<file path="src/rtl/serial_subtractor.sv">
// Bit-serial unsigned subtractor: z = x - y using one full-adder cell fed with x, ~y
// and a carry register preset to 1, one bit per clock, LSB first.
module serial_subtractor #(
    parameter int N = 3
) (
    input  logic         clk,
    input  logic         resetn,
    input  logic         start,
    input  logic [N-1:0] x,
    input  logic [N-1:0] y,
    output logic         busy,
    output logic         done,
    output logic [N-1:0] z,
    output logic         bout
);
    localparam int CW = $clog2(N + 1);
    localparam logic [CW-1:0] LAST = CW'(N - 1);

    typedef enum logic {
        IDLE = 1'b0,
        RUN  = 1'b1
    } state_t;

    state_t        state_q, state_d;
    logic [N-1:0]  xs_q, xs_d;
    logic [N-1:0]  ys_q, ys_d;
    logic [N-1:0]  rs_q, rs_d;
    logic [N-1:0]  z_q, z_d;
    logic          carry_q, carry_d;
    logic          bout_q, bout_d;
    logic          done_q, done_d;
    logic [CW-1:0] cnt_q, cnt_d;

    logic          sum_bit;
    logic          carry_nxt;
    logic          accept;
    logic          last_edge;
    logic [N-1:0]  rs_shift;

    // Full-adder cell on the current LSBs of the operand shift registers.
    always_comb begin
        sum_bit   = xs_q[0] ^ ys_q[0] ^ carry_q;
        carry_nxt = (xs_q[0] & ys_q[0]) | (xs_q[0] & carry_q) | (ys_q[0] & carry_q);
        accept    = (state_q == IDLE) && start;
        last_edge = (state_q == RUN) && (cnt_q == LAST);
    end

    // Result register fills from the MSB side so the LSB lands at bit 0 after N shifts.
    generate
        if (N == 1) begin : g_rs_one
            assign rs_shift = sum_bit;
        end else begin : g_rs_many
            assign rs_shift = {sum_bit, rs_q[N-1:1]};
        end
    endgenerate

    always_ff @(posedge clk) begin
        if (!resetn) begin
            state_q <= IDLE;
            xs_q    <= '0;
            ys_q    <= '0;
            rs_q    <= '0;
            z_q     <= '0;
            carry_q <= 1'b0;
            bout_q  <= 1'b0;
            done_q  <= 1'b0;
            cnt_q   <= '0;
        end else begin
            state_q <= state_d;
            xs_q    <= xs_d;
            ys_q    <= ys_d;
            rs_q    <= rs_d;
            z_q     <= z_d;
            carry_q <= carry_d;
            bout_q  <= bout_d;
            done_q  <= done_d;
            cnt_q   <= cnt_d;
        end
    end

    always_comb begin
        state_d = state_q;
        case (state_q)
            IDLE:    if (start) state_d = RUN;
            RUN:     if (cnt_q == LAST) state_d = IDLE;
            default: state_d = IDLE;
        endcase
    end

    always_comb begin
        xs_d    = xs_q;
        ys_d    = ys_q;
        rs_d    = rs_q;
        z_d     = z_q;
        carry_d = carry_q;
        bout_d  = bout_q;
        cnt_d   = cnt_q;
        done_d  = 1'b0;
        if (accept) begin
            xs_d    = x;
            ys_d    = ~y;
            carry_d = 1'b1;
            cnt_d   = '0;
        end else if (state_q == RUN) begin
            xs_d    = xs_q >> 1;
            ys_d    = ys_q >> 1;
            rs_d    = rs_shift;
            carry_d = carry_nxt;
            cnt_d   = cnt_q + CW'(1);
            // A final carry of 0 means the subtraction needed a borrow.
            if (last_edge) begin
                z_d    = rs_shift;
                bout_d = ~carry_nxt;
                done_d = 1'b1;
            end
        end
    end

    always_comb begin
        busy = (state_q == RUN);
        done = done_q;
        z    = z_q;
        bout = bout_q;
    end

endmodule

</file>
<file path="config.mk">
export PLATFORM = sky130hd
export DESIGN_NAME = serial_subtractor
export DESIGN_NICKNAME = d
export VERILOG_FILES = /design/src/rtl/serial_subtractor.sv
export SDC_FILE = /design/constraint.sdc
export NUM_CORES = 1
export LEC_CHECK = 0
export CAP_MARGIN = 20
export CORE_MARGIN = 10
export CORE_UTILIZATION = 43
export DETAILED_ROUTE_END_ITERATION = 8
export MAX_ROUTING_LAYER = met4
export PLACE_DENSITY_LB_ADDON = 0.12
export SKIP_LAST_GASP = 1
export SYNTH_ARGS = -nofsm -noshare
export SYNTH_HDL_FRONTEND = slang
export SYNTH_SLANG_ARGS = --single-unit
</file>
<file path="constraint.sdc">
create_clock -name clk -period 1.2 [get_ports clk]
set_clock_uncertainty 0.15 [all_clocks]
set_input_delay 0.24 -clock clk [delete_from_list [all_inputs] [get_ports clk]]
set_output_delay 0.24 -clock clk [all_outputs]
set_load 0.02 [all_outputs]
</file>
# Yosys cells after proc, flatten, opt, wreduce, memory -nomap -nowiden
# Index checks and enable logic that the tools add are counted.
[totals]
reg_bits = 18
out_inout_bits = 6
[op_classes]
add_sub_neg = 1
eq_ne = 1
mux = 10
n_bitwise = 12
n_reduce_logical = 7
[ops]
columns = ["cell", "n"]
rows = [
  ["$mux 3", 4],
  ["$mux 1", 5],
  ["$not 1->1", 4],
  ["$and 1x1->1", 3],
  ["$not 3->3", 1],
  ["$reduce_and 3->1", 1],
  ["$reduce_or 3->1", 1],
  ["$add 2x1->2 const B", 1],
  ["$eq 2x2->1 const B", 1],
  ["$logic_and 1x1->1", 2],
  ["$or 1x1->1", 2],
  ["$pmux 1 s2", 1],
  ["$reduce_and 2->1", 1],
  ["$reduce_bool 2->1", 1],
  ["$reduce_or 2->1", 1],
  ["$xor 1x1->1", 2],
]

# Depth between registers and ports, before layout
[depth]
ltp_word = 5
depth_mapped = 5

# Worst setup path before layout
# OpenSTA, ideal clock, no wires.
[synth_path]
kind = "reg-to-reg"
from = "register xs_q[0]"
to = "register z_q[2], in the netlist z[2]"
arrival_ps = 1095
path_slack_ps = -133
path_stages_with_launch = 4
n_path_buf = 0
period_less_slack_ps = 1333
path_cell_list = "dfxtp_1 > inv_1 > fa_1 > a311oi_2"
[synth_via]
elab_chain_len = 2
[synth_rtl]
columns = ["element", "line_no", "text"]
rows = [
  ["start: declaration", "25", "logic [N-1:0] xs_q, xs_d;"],
  ["start signal: assignment", "70", "xs_q <= xs_d;"],
  ["$xor 1x1->1 (2 in a row)", "42", "sum_bit = xs_q[0] ^ ys_q[0] ^ carry_q;"],
  ["end signal: assignment", "73", "z_q <= z_d;"],
  ["end: declaration", "28", "logic [N-1:0] z_q, z_d;"],
]
# Every way passes these cells.
# A chain may end at the register's enable or synchronous reset.

# Final worst setup path
[layout_path]
from = "register carry_q"
to = "register z_q[2], in the netlist z[2]"
[layout_via]
elab_chain_len = 1
[layout_rtl]
columns = ["element", "line_no", "text"]
rows = [
  ["start: declaration", "29", "logic carry_q, carry_d;"],
  ["start signal: assignment", "74", "carry_q <= carry_d;"],
  ["$xor 1x1->1", "42", ""],
]
# Every way passes these cells.

==> results.toml <==
[synth]
synth.yosys.seq_area_share_pct = 46.10
ys_top_cells_by_area = "sky130_fd_sc_hd__dfxtp_1, sky130_fd_sc_hd__mux2i_1, sky130_fd_sc_hd__a211oi_1, sky130_fd_sc_hd__a21bo_2, sky130_fd_sc_hd__a21oi_1"
synth-edff-count = 0
syn_area_um2 = 738.2
syn_nets = 86
post_synth_num_cell_types = 24
ys_dominant_reg_cell = "sky130_fd_sc_hd__dfxtp_1"
ys_top_cells_by_count = "sky130_fd_sc_hd__dfxtp_1, sky130_fd_sc_hd__a21oi_1, sky130_fd_sc_hd__inv_1, sky130_fd_sc_hd__nor2_1"
synth-seq-cells = 17
synth_top_area_share_pct = 46.10
post-synth-top-area-cell = "sky130_fd_sc_hd__dfxtp_1"
synthesis.yosys.warnings = 0
async_reset_ff_share_pct = 0
synthesis.area_per_instance_um2 = 9.843
yosys.cell_count.top_type = "sky130_fd_sc_hd__dfxtp_1"
netlist_instances = 75

[sta]
finalHoldViolCount = 0
final_layout_setup_total_negative_slack_ns = -0.2221
timing.final.crit_period_ns = 1.314
setup_viol_count_final = 4
hold_slack_ns = 0.2043
min_period_over_period_pct = 109.5
max_freq_ghz = 0.7609
timing_max_transition_violations_final = 0
max_slew.worst_pin.slew_ns = 0.2467
finalWorstSetupSlack_ns = -0.1142
relSlewSlack_pct = 83.53
rsz0062_at_grt = "true"

[cells_and_area]
final-instance-count-excl-fill = 116
stdcell_area_um2 = 1039
synthToLayoutAreaGrowth_pct = 40.68
finish.net_count = 112
final_layout_size_suffix_gt1_share_pct = 44.00
antenna_diode_count = 0
postLayoutCoreUtil_pct = 66.61

[worst_setup_path]
cp_slowest_cell = "sky130_fd_sc_hd__fa_2"
cpPeakStageDelay_ns = 0.59
setup.worst_path.end_class = "register"
timing.critical_path.buf_inv = 1
worstPathArrival_ns = 1.34
cp_data_required_time_ns = 1.23
setup.worst_path.class = "reg -> reg"
cp-start-kind = "register"
path_max_fanout = 2
crit_path_cell_trace = "inv_2 > fa_2 > a311oi_2"
timing.critical_path.max_delay_family = "adder cells"

[outcome]
violations_in_the_final_reports = "negative setup slack"
run_status = "complete, but fails checks"

[placed_design]
postPlaceCellArea_um2 = 919.6
hpwl_um = 1057
place.gp.congestion = 0.7001
numPlacedInstances = 108
place_ws_ns = -0.3106
placement.io_buffers = 14

[floorplan]
ios = 15
core_area_um2 = 1559
fp.dieW_um = 61.44
starting_density_of_the_core_pct = 47.35
die_area_um2 = 3774
die_height_um = 61.44
std_cell_rows = 14

[cts]
clkTransAtPathRegs_ns = 0.10
ctsHtreeMaxLevel = 1
cts_made_buffers = 3
ctsRootBufferMaster = "sky130_fd_sc_hd__clkbuf_4"
cts.sink_count = 17
cts_tree = "done"
worst_skew_pair.late_latency_ns = 0.29
clk_path_buf_depth = 2

[min_path]
hp-class = "in -> reg"

[power]
power_per_cell_area_nw_per_um2 = 1101
finalPower_mw = 1.143
power.leakage_nw = 0.4311
worst_ir_drop_on_vdd_uv = 769.1

[global_routing]
globalRouteOverflowTotal = 0
grt_pass1_wl_um = 2470
groute.usage.overall_pct = 9.189
grt_antenna_before_repair = 0
largest_net_degree_at_the_start_of_global_routing = 26
grt_pass1_vias = 583

[flow_run]
maxCapViolCount = 0

[drt]
detail_route.wirelength_um = 1564
avgRoutedWirePerCell_um = 13.48
drt_drc_violations_left = 0
drt_iter0_markers = 11
ant_nets = 0
drt_pre_antenna_iters = 4
via_count = 612
drt-vias-per-instance = 5.276
[state kept, by name, indices dropped and copies added (netlist names)]
| register | cells |
|---|---|
| carry_q | 1 |
| xs_q | 3 |
| bout | 1 |
| done | 1 |
| rs_q | 2 |
| ys_q | 3 |
| z | 3 |
| busy | 1 |
| cnt_q | 2 |
[metal layers]
metal  vias to the layer above  share of wire [%]  track usage [%]
met1                       284                 43            10.21
met4                         0                2.7            6.688
met3                         4                4.7            2.881
met2                        15                 49            13.61
met5                         -                  0                -
li1                        309                  -                -
[layout make-up]
type	instances	area, um2
inverter	6	22.52
timing repair buffer	26	241.5
clock buffer	4	26.28
sequential	17	350.3
multi-input combinational	47	377.9
fill	126	520.5
tap	16	20.02
[worst reg2reg max path: cells and delay by family (launching register included)]
kind                     cells  cell delay, ns
adder cells (fa/ha/maj)      1            0.59
buffers and inverters        1            0.04
flip-flops                   1            0.35
AO/OA/AOI/OAI                1            0.09
[layout by cell type (no fill, tap or decap)]
cell and count:
sky130_fd_sc_hd__buf_4 14, sky130_fd_sc_hd__dfxtp_1 11, sky130_fd_sc_hd__nor2_1 6, sky130_fd_sc_hd__clkdlybuf4s50_1 6, sky130_fd_sc_hd__nand3_1 5, sky130_fd_sc_hd__dfxtp_2 5, sky130_fd_sc_hd__a21oi_1 4, sky130_fd_sc_hd__mux2i_1 4
sky130_fd_sc_hd__inv_2 3, sky130_fd_sc_hd__inv_1 3, sky130_fd_sc_hd__a21bo_2 3, sky130_fd_sc_hd__a21oi_2 3, sky130_fd_sc_hd__a211oi_2 3, sky130_fd_sc_hd__clkbuf_4 3, sky130_fd_sc_hd__and2_1 2, sky130_fd_sc_hd__o31ai_1 2
sky130_fd_sc_hd__nor2b_1 2, sky130_fd_sc_hd__a211oi_1 2, sky130_fd_sc_hd__buf_2 2, sky130_fd_sc_hd__or3b_1 1, sky130_fd_sc_hd__nand2b_1 1, sky130_fd_sc_hd__nand2b_2 1, sky130_fd_sc_hd__o21ai_0 1, sky130_fd_sc_hd__a311oi_2 1
sky130_fd_sc_hd__nor3_1 1, sky130_fd_sc_hd__and3_1 1, sky130_fd_sc_hd__or2b_1 1, sky130_fd_sc_hd__or3b_4 1, sky130_fd_sc_hd__fa_2 1, sky130_fd_sc_hd__ha_4 1, sky130_fd_sc_hd__dfxtp_4 1, sky130_fd_sc_hd__clkbuf_1 1
sky130_fd_sc_hd__clkbuf_16 1, sky130_fd_sc_hd__dlymetal6s2s_1 1, sky130_fd_sc_hd__dlygate4sd2_1 1, sky130_fd_sc_hd__buf_12 1
[cells by family (layout without fill, tap and decap cells)]
group           Yosys count  count (layout)  synth area share (%)
buf+inv                  11              36                 8.475
compound gates           19              19                 19.15
simple gates             22              22                 16.44
flops                    17              17                 46.10
mux                       4               4                 5.424
fa+ha+maj                 2               2                 4.407
[final timing paths]
| kind | from | endpoint | slack, ns | cells past startpoint |
|---|---|---|---|---|
| worst max register to register | carry_q | z[2] | -0.11 | 3 |
| worst min-delay path | resetn | ys_q[2] | 0.20 | 3 |
| worst max-delay path | carry_q | z[2] | -0.11 | 3 |
| worst min register to register | ys_q[1] | ys_q[0] | 0.33 | 2 |
[power breakdown]
group          switching (mW)  total, mW  internal, mW
Combinational          0.0973      0.220         0.123
Sequential             0.0208      0.618         0.597
Clock                   0.176      0.305         0.129
Total                   0.294       1.14         0.849
[timing repair]
action	in CTS	in global routing
endpoints found under the hold margin	0	0
setup buffers	0	3
gates cloned	0	1
pin swaps	0	1
endpoints found under the setup margin	21	16
hold buffers	0	0
resized for setup	34	17
No activity file was read; power rests on OpenSTA's default activity.
